### src/rtl/hex_printer.sv
// Debug print engine for a UART transmitter.
// A request either sends one raw character, or sends a 32-bit word as eight
// hex digits, optionally followed by CR LF.
// The request and acknowledge form a four-phase level handshake with the
// debug controller.
module hex_printer #(
  parameter int HEX_UPPER = 1,
  parameter int WORD_CRLF = 1
) (
  input  logic        clk,
  input  logic        rst,
  output logic [7:0]  d_tx,
  output logic        vld_tx,
  input  logic        rdy_tx,
  input  logic        req_tx,
  input  logic        type_tx,
  input  logic [31:0] dout_tx,
  output logic        ack_tx,
  output logic        busy
);

  typedef enum logic [1:0] {
    IDLE = 2'd0,
    SEND = 2'd1,
    DONE = 2'd2
  } state_t;

  localparam logic [3:0] WORD_LEN = (WORD_CRLF != 0) ? 4'd10 : 4'd8;

  state_t      state, state_nxt;
  logic [3:0]  cnt, cnt_nxt;      // characters still to be transferred
  logic [3:0]  idx, idx_nxt;      // position of the character on d_tx
  logic [31:0] data, data_nxt;    // payload captured at request time
  logic        word, word_nxt;    // captured request type
  logic [7:0]  d_nxt;
  logic        vld_nxt;
  logic        ack_nxt;
  logic        busy_nxt;

  // Map one nibble to its ASCII hex digit in the configured case.
  function automatic logic [7:0] nib_to_ascii(input logic [3:0] nib);
    if (nib < 4'd10) begin
      return 8'h30 + {4'h0, nib};
    end else if (HEX_UPPER != 0) begin
      return 8'h37 + {4'h0, nib};   // 10 -> 0x41 'A'
    end else begin
      return 8'h57 + {4'h0, nib};   // 10 -> 0x61 'a'
    end
  endfunction

  // Character at position pos of a print: the raw byte for a character
  // request; for a word request, the hex digits MSB nibble first, then CR LF.
  function automatic logic [7:0] char_at(input logic [3:0]  pos,
                                         input logic [31:0] val,
                                         input logic        is_word);
    logic [31:0] shifted;
    shifted = val << {pos[2:0], 2'b00};
    if (!is_word) begin
      return val[7:0];
    end else if (pos == 4'd8) begin
      return 8'h0D;
    end else if (pos == 4'd9) begin
      return 8'h0A;
    end else begin
      return nib_to_ascii(shifted[31:28]);
    end
  endfunction

  // Next-state and next-output logic; every register holds unless changed.
  always_comb begin
    state_nxt = state;
    cnt_nxt   = cnt;
    idx_nxt   = idx;
    data_nxt  = data;
    word_nxt  = word;
    d_nxt     = d_tx;
    vld_nxt   = vld_tx;
    ack_nxt   = ack_tx;
    busy_nxt  = busy;
    case (state)
      IDLE: begin
        if (req_tx) begin
          data_nxt  = dout_tx;
          word_nxt  = type_tx;
          idx_nxt   = 4'd0;
          cnt_nxt   = type_tx ? WORD_LEN : 4'd1;
          d_nxt     = char_at(4'd0, dout_tx, type_tx);
          vld_nxt   = 1'b1;
          busy_nxt  = 1'b1;
          state_nxt = SEND;
        end else begin
          state_nxt = IDLE;
        end
      end
      SEND: begin
        if (vld_tx && rdy_tx) begin
          if (cnt == 4'd1) begin
            // Last byte accepted: finish and acknowledge on the same edge.
            cnt_nxt   = 4'd0;
            vld_nxt   = 1'b0;
            ack_nxt   = 1'b1;
            state_nxt = DONE;
          end else begin
            // Present the following byte immediately for back-to-back flow.
            cnt_nxt = cnt - 4'd1;
            idx_nxt = idx + 4'd1;
            d_nxt   = char_at(idx + 4'd1, data, word);
          end
        end else begin
          state_nxt = SEND;
        end
      end
      DONE: begin
        if (!req_tx) begin
          ack_nxt   = 1'b0;
          busy_nxt  = 1'b0;
          state_nxt = IDLE;
        end else begin
          state_nxt = DONE;
        end
      end
      default: begin
        vld_nxt   = 1'b0;
        ack_nxt   = 1'b0;
        busy_nxt  = 1'b0;
        cnt_nxt   = 4'd0;
        state_nxt = IDLE;
      end
    endcase
  end

  // State and registered outputs, cleared asynchronously by rst.
  always_ff @(posedge clk or posedge rst) begin
    if (rst) begin
      state  <= IDLE;
      cnt    <= 4'd0;
      idx    <= 4'd0;
      data   <= 32'd0;
      word   <= 1'b0;
      d_tx   <= 8'h00;
      vld_tx <= 1'b0;
      ack_tx <= 1'b0;
      busy   <= 1'b0;
    end else begin
      state  <= state_nxt;
      cnt    <= cnt_nxt;
      idx    <= idx_nxt;
      data   <= data_nxt;
      word   <= word_nxt;
      d_tx   <= d_nxt;
      vld_tx <= vld_nxt;
      ack_tx <= ack_nxt;
      busy   <= busy_nxt;
    end
  end

endmodule

### config.mk
export PLATFORM = sky130hd
export DESIGN_NAME = hex_printer
export DESIGN_NICKNAME = d
export VERILOG_FILES = /design/src/rtl/hex_printer.sv
export SDC_FILE = /design/constraint.sdc
export NUM_CORES = 1
export LEC_CHECK = 0
export BUFFER_PORTS_ARGS = -buffer_cell sky130_fd_sc_hd__buf_2
export CAP_MARGIN = 20
export CORE_ASPECT_RATIO = 1.1
export CORE_MARGIN = 1
export CORE_UTILIZATION = 55
export CTS_BUF_LIST = sky130_fd_sc_hd__clkbuf_4 sky130_fd_sc_hd__clkbuf_8 sky130_fd_sc_hd__clkbuf_16
export DETAILED_ROUTE_END_ITERATION = 8
export PLACE_DENSITY = 0.89
export SKIP_CTS_REPAIR_TIMING = 1
export SLEW_MARGIN = 0
export SYNTH_ARGS = -nofsm -noshare
export SYNTH_HDL_FRONTEND = slang
export SYNTH_SLANG_ARGS = --single-unit
### constraint.sdc
create_clock -name clk -period 5.55 [get_ports clk]
set_clock_uncertainty 0.2 [all_clocks]
set_input_delay 0.555 -clock clk [delete_from_list [all_inputs] [get_ports clk]]
set_output_delay 0.555 -clock clk [all_outputs]
set_load 0.02 [all_outputs]
**Word-level counts from Yosys, hierarchy flattened**

Cells that the tools add are included.

- Order comparisons: 2
- Reductions and logical operators: 9
- Eq/ne operators: 11
- Bitwise gates (word level): 3
- $add $sub $neg: 6
- Shift operators: 1
- Multiplexer cells: 33

Operator list:

| cell | number |
|---|---|
| 8-bit two-way mux | 5 |
| 32-bit by 5-bit left shift with 32-bit output | 1 |
| 6-bit by 4-bit adder with 7-bit output, first input constant | 4 |
| 4-bit two-way mux | 7 |
| 7-bit two-way mux | 4 |
| 8-bit one-hot mux with 2 select lines | 1 |
| 4-bit one-hot mux with 3 select lines | 1 |
| 4-bit AND reduction | 3 |
| 2-bit != test, second input constant | 5 |
| 1-bit one-hot mux with 3 select lines | 3 |
| 4-bit equality test, second input constant | 2 |
| 4-bit less-than comparator, second input constant | 2 |
| 4-bit one-hot mux with 2 select lines | 1 |
| 1-bit two-way mux | 7 |
| 2-bit two-way mux | 3 |
| 2-bit one-hot mux with 3 select lines | 1 |
| 3-bit AND reduction | 2 |
| 4-bit by 1-bit adder with 4-bit output, second input constant | 1 |
| 4-bit by 1-bit equality test with 1-bit output, second input constant | 1 |
| 4-bit by 1-bit subtractor with 4-bit output, second input constant | 1 |
| 3-bit != test, second input constant | 1 |
| 1-bit NOT | 3 |
| 2-bit by 1-bit equality test with 1-bit output, second input constant | 1 |
| 2-bit equality test, second input constant | 1 |
| 4 further kinds | 4 |

- Input port bits: 37
- Word-level logic and storage cells: 74
- Register bits after elaboration: 54

**Depth between registers and ports, before layout**

- Depth in word-level cells: 10
- Gate-level depth with buffers: 12
- Gate-level depth less buffers: 9

**Least setup slack after synthesis**

No wires, ideal clock.

- Path kind: reg-to-reg
- From: register idx[0]
- To: register d_tx[4]
- Setup time: 147 ps
- Clock period less this slack: 2936 ps
- Required time: 5203 ps
- Path slack: 2614 ps
- Data arrival time: 2589 ps
- Stages on the path, launching flop included: 13
- Buffers on the path: 3
- Cell sequence: dfrtp_1 buf_6 bufinv_16 ha_1 buf_6 buf_12 mux2i_1 mux4_2 ha_1 o21ai_1 nand2_1 a221oi_2 a311oi_1

- Longest elaborated chain between the ends: 10
- Elaborated cells between the ends (all ways): 14
- Classes of those cells: add/sub: 3; order compare: 1; eq/ne: 2; shift: 1; mux: 7

Ends and longest elaborated chain:

| what | RTL line | RTL |
|---|---|---|
| start: declaration | 32 | `logic [3:0] idx, idx_nxt;` |
| start signal: assignment | 147 | `idx <= idx_nxt;` |
| 4-bit by 1-bit adder with 4-bit output * | 107 | `d_nxt = char_at(idx + 4'd1, data, word);` |
| 32-bit by 5-bit left shift with 32-bit output | 57 | `shifted = val << {pos[2:0], 2'b00};` |
| 6-bit by 4-bit adder with 7-bit output, or another cell as far along | 45 | `return 8'h37 + {4'h0, nib};` |
| 7-bit two-way mux | 42 | `if (nib < 4'd10) begin` |
| 7-bit two-way mux | 62 | `end else if (pos == 4'd9) begin` |
| 7-bit two-way mux * | 60 | `end else if (pos == 4'd8) begin` |
| 8-bit two-way mux * | 58 | `if (!is_word) begin` |
| 8-bit two-way mux * | 97 | `if (cnt == 4'd1) begin` |
| 8-bit two-way mux * | 96 | `if (vld_tx && rdy_tx) begin` |
| 8-bit one-hot mux with 2 select lines * | 80 | `case (state)` |
| end signal: assignment | 150 | `d_tx <= d_nxt;` |
| end: declaration | 12 | `output logic [7:0] d_tx,` |

Every way passes the cells marked *; elsewhere a longest branch is shown, timed or not. The select of a mux whose other input is x is not followed.
A chain may end at the register's enable or synchronous reset.

**Worst setup path in the final report**

Same ends and word-level chain as after synthesis.

==> out/results.ini <==
[drt]
viasPerCell = 5.94
routed_wl_mm = 6.89
vias = 2370
drt_iter0_drc = 204
drc = 0
routedWlPerCell_um = 17.3
ant_nets = 0
dr.pass1.iters = 4

[finish]
layout-drive-gt1-share = 0.309
nets = 367
final_util = 0.638
diodes = 0
area_delta_synth_final_pct = 11.9
postLayoutCellArea_sq_mm = 0.00342

[die]
core_area_sq_mm = 0.00536
start_util = 0.570
ioPinCount = 48
die_y_um = 80.2
fp.dieW_um = 73.1
dieArea_sq_mm = 0.00586
num_rows = 28

[pwr]
p_sw_mw = 0.917
seqPwrFrac = 0.344
p_int_mw = 1.26
p_leak_nw = 1.56
switching_share = 0.421
power.share.combinational = 0.550
vdd_drop_max_v = 0.000359
p_clk_frac = 0.107
power.density_mw_per_mm2 = 637

[clock_tree]
h-tree-depth = 2
cts_buffers = 5
clkSlewWorstSetupHoldPaths_ns = 0.10
cts_sinks = 54
clk_latency_ns = 0.32
clock-root-buffer = clkbuf_8
clk_path_buf_depth = 2
cts_tree = yes

[sta]
period_needed_ns = 3.64
rsz0062_at_grt = no
drv_slew = 0
report.final.setup_viol = 0
final_hold_viol_count = 0
timing.slew.headroom = 0.434
fin_crit_sh = 0.655
max_freq_ghz = 0.275
tightest_slew_ns = 0.850
tns_ns = 0

[grt]
antenna_found_initial = 0
grtUsageTotal = 0.252
grt_pass1_vias = 2218
grt_pass1_wl_mm = 11.0
grt_remaining_overflow = 0
grt_max_degree = 55

[yosys]
async_flop_share = 1.00
yosys.area.top_type = dfrtp_1
synthCells = 279
synth_cell_types = 48
ys_seq_elements = 54
yosysMostFrequentCell = dfrtp_1
synthTopCellsByCount = dfrtp_1, mux2_2, nand2_1, o21ai_0, nor2_1
synth_edf_count = 0
syn_nets = 323
synth_ff_type = dfrtp_1
syn_area_per_cell_sq_um = 11.0
ys_top_cells_by_area = dfrtp_1, mux2_2, mux2i_1, o21ai_0, mux4_2
syn_area_sq_mm = 0.00306
ys_warn_count = 0
ys_seq_area_frac = 0.442
yosysTopAreaCellShare = 0.442

[critical_path]
cp.arrival_ns = 3.60
reg2reg_slack_ns = 1.91
cp-end-kind = flip-flop
crit_type = reg2reg
cp.required_ns = 5.52
worstPathMaxFanout = 19
ff2ff_path_depth = 9
worstSetupStartpointType = flip-flop

[min_path]
hp-class = in2async

[placed_design]
port_buffers = 47
placedInstanceArea_sq_mm = 0.00330
gp_congestion = 0.865
dpl.hpwl_mm = 4.99

[flow_run]
cap_violations = 0

[status]
status = finished, final reports clean

## critical path, stage by stage, from the launching register on
cell       delay [ns]
dfrtp_1          0.56
bufinv_16        0.23
ha_1             0.84
mux2i_1          0.20
mux4_2           0.58
ha_1             0.27
o21ai_1          0.16
nand2_1          0.10
a221oi_2         0.27
a311oi_1         0.09
## per-layer routing
metal | vias to the layer above | part of all wire | GRT usage
met5 | - | 0 | 0
met3 | 23 | 0.065 | 0.0602
li1 | 1096 | - | -
met4 | 0 | 0.031 | 0.131
met2 | 117 | 0.49 | 0.379
met1 | 1134 | 0.41 | 0.336
## path summary, 6_finish.rpt
| check | startpoint | to |
|---|---|---|
| worst min register to register | data[20] | data[20] |
| worst max-delay path | idx[0] | d_tx[4] |
| max in group asynchronous | rst | data[2] |
| worst min-delay path | rst | state[1] |
| min in group clk | dout_tx[23] | data[23] |
| worst max register to register | idx[0] | d_tx[4] |
## final cells by class
class                   count  area, sq um
fillers                   405         1940
multi-input cells         199         1530
flip-flops and latches     54         1350
repair buffers             50          270
well taps                  75         93.8
clock buffers               7         90.1
inverters                  13         75.1
clock inverters             1         5.00
## registers in the layout, indices dropped and copies added (netlist names)
signal	count
word	1
cnt	4
vld_tx	1
d_tx	8
data	32
idx	4
busy	1
state	2
ack_tx	1
## power by group through the flow
stage | Combinational (mW) | Sequential [mW] | Clock, mW
finish | 1.20 | 0.749 | 0.232
global placement | 1.09 | 0.741 | 0
CTS | 1.17 | 0.744 | 0.233
detailed placement | 1.16 | 0.750 | 0
floorplan | 0.950 | 0.729 | 0
global route | 1.30 | 0.768 | 0.248
## kinds of logic (layout without fill, tap and decap cells)
| logic type | count (synthesis) | count (layout) | synth area share |
|---|---|---|---|
| xor+xnor | 5 | 5 | 0.0143 |
| mux | 57 | 57 | 0.229 |
| flops | 54 | 54 | 0.442 |
| compound gates | 64 | 64 | 0.128 |
| buf+inv | 26 | 71 | 0.0557 |
| simple gates | 66 | 66 | 0.102 |
| fa+ha+maj | 7 | 7 | 0.0287 |
## cells in the final DEF (no fill, tap or decap), types with 3 or more instances in the layout
master    instances
nand2b_1          5
nor2_1           19
mux2_2           32
inv_1            11
a21o_1            3
nand2_1          21
dfrtp_1          54
mux2i_1          15
clkbuf_8          6
a31oi_1           6
nand3_1           9
o21ai_0          21
buf_2            47
mux2_1            4
ha_1              7
o21a_1            3
mux4_2            4
o21ai_1           3
xor2_1            3
a21oi_1          15
## per-stage QoR
| step | power (mW) | instances | worst slack [ns] | hold slack, ns |
|---|---|---|---|---|
| after global routing | 2.31 | 399 | 1.76 | 0.0265 |
| after global placement | 1.83 | 389 | 2.22 | 0.283 |
| after detailed placement | 1.91 | 389 | 1.97 | 0.296 |
| after CTS | 2.15 | 397 | 1.95 | 0.267 |
| after floorplan | 1.68 | 279 | 2.61 | 0.272 |
| final | 2.18 | 399 | 1.91 | 0.000327 |
Power figures use the tool's default switching activity.
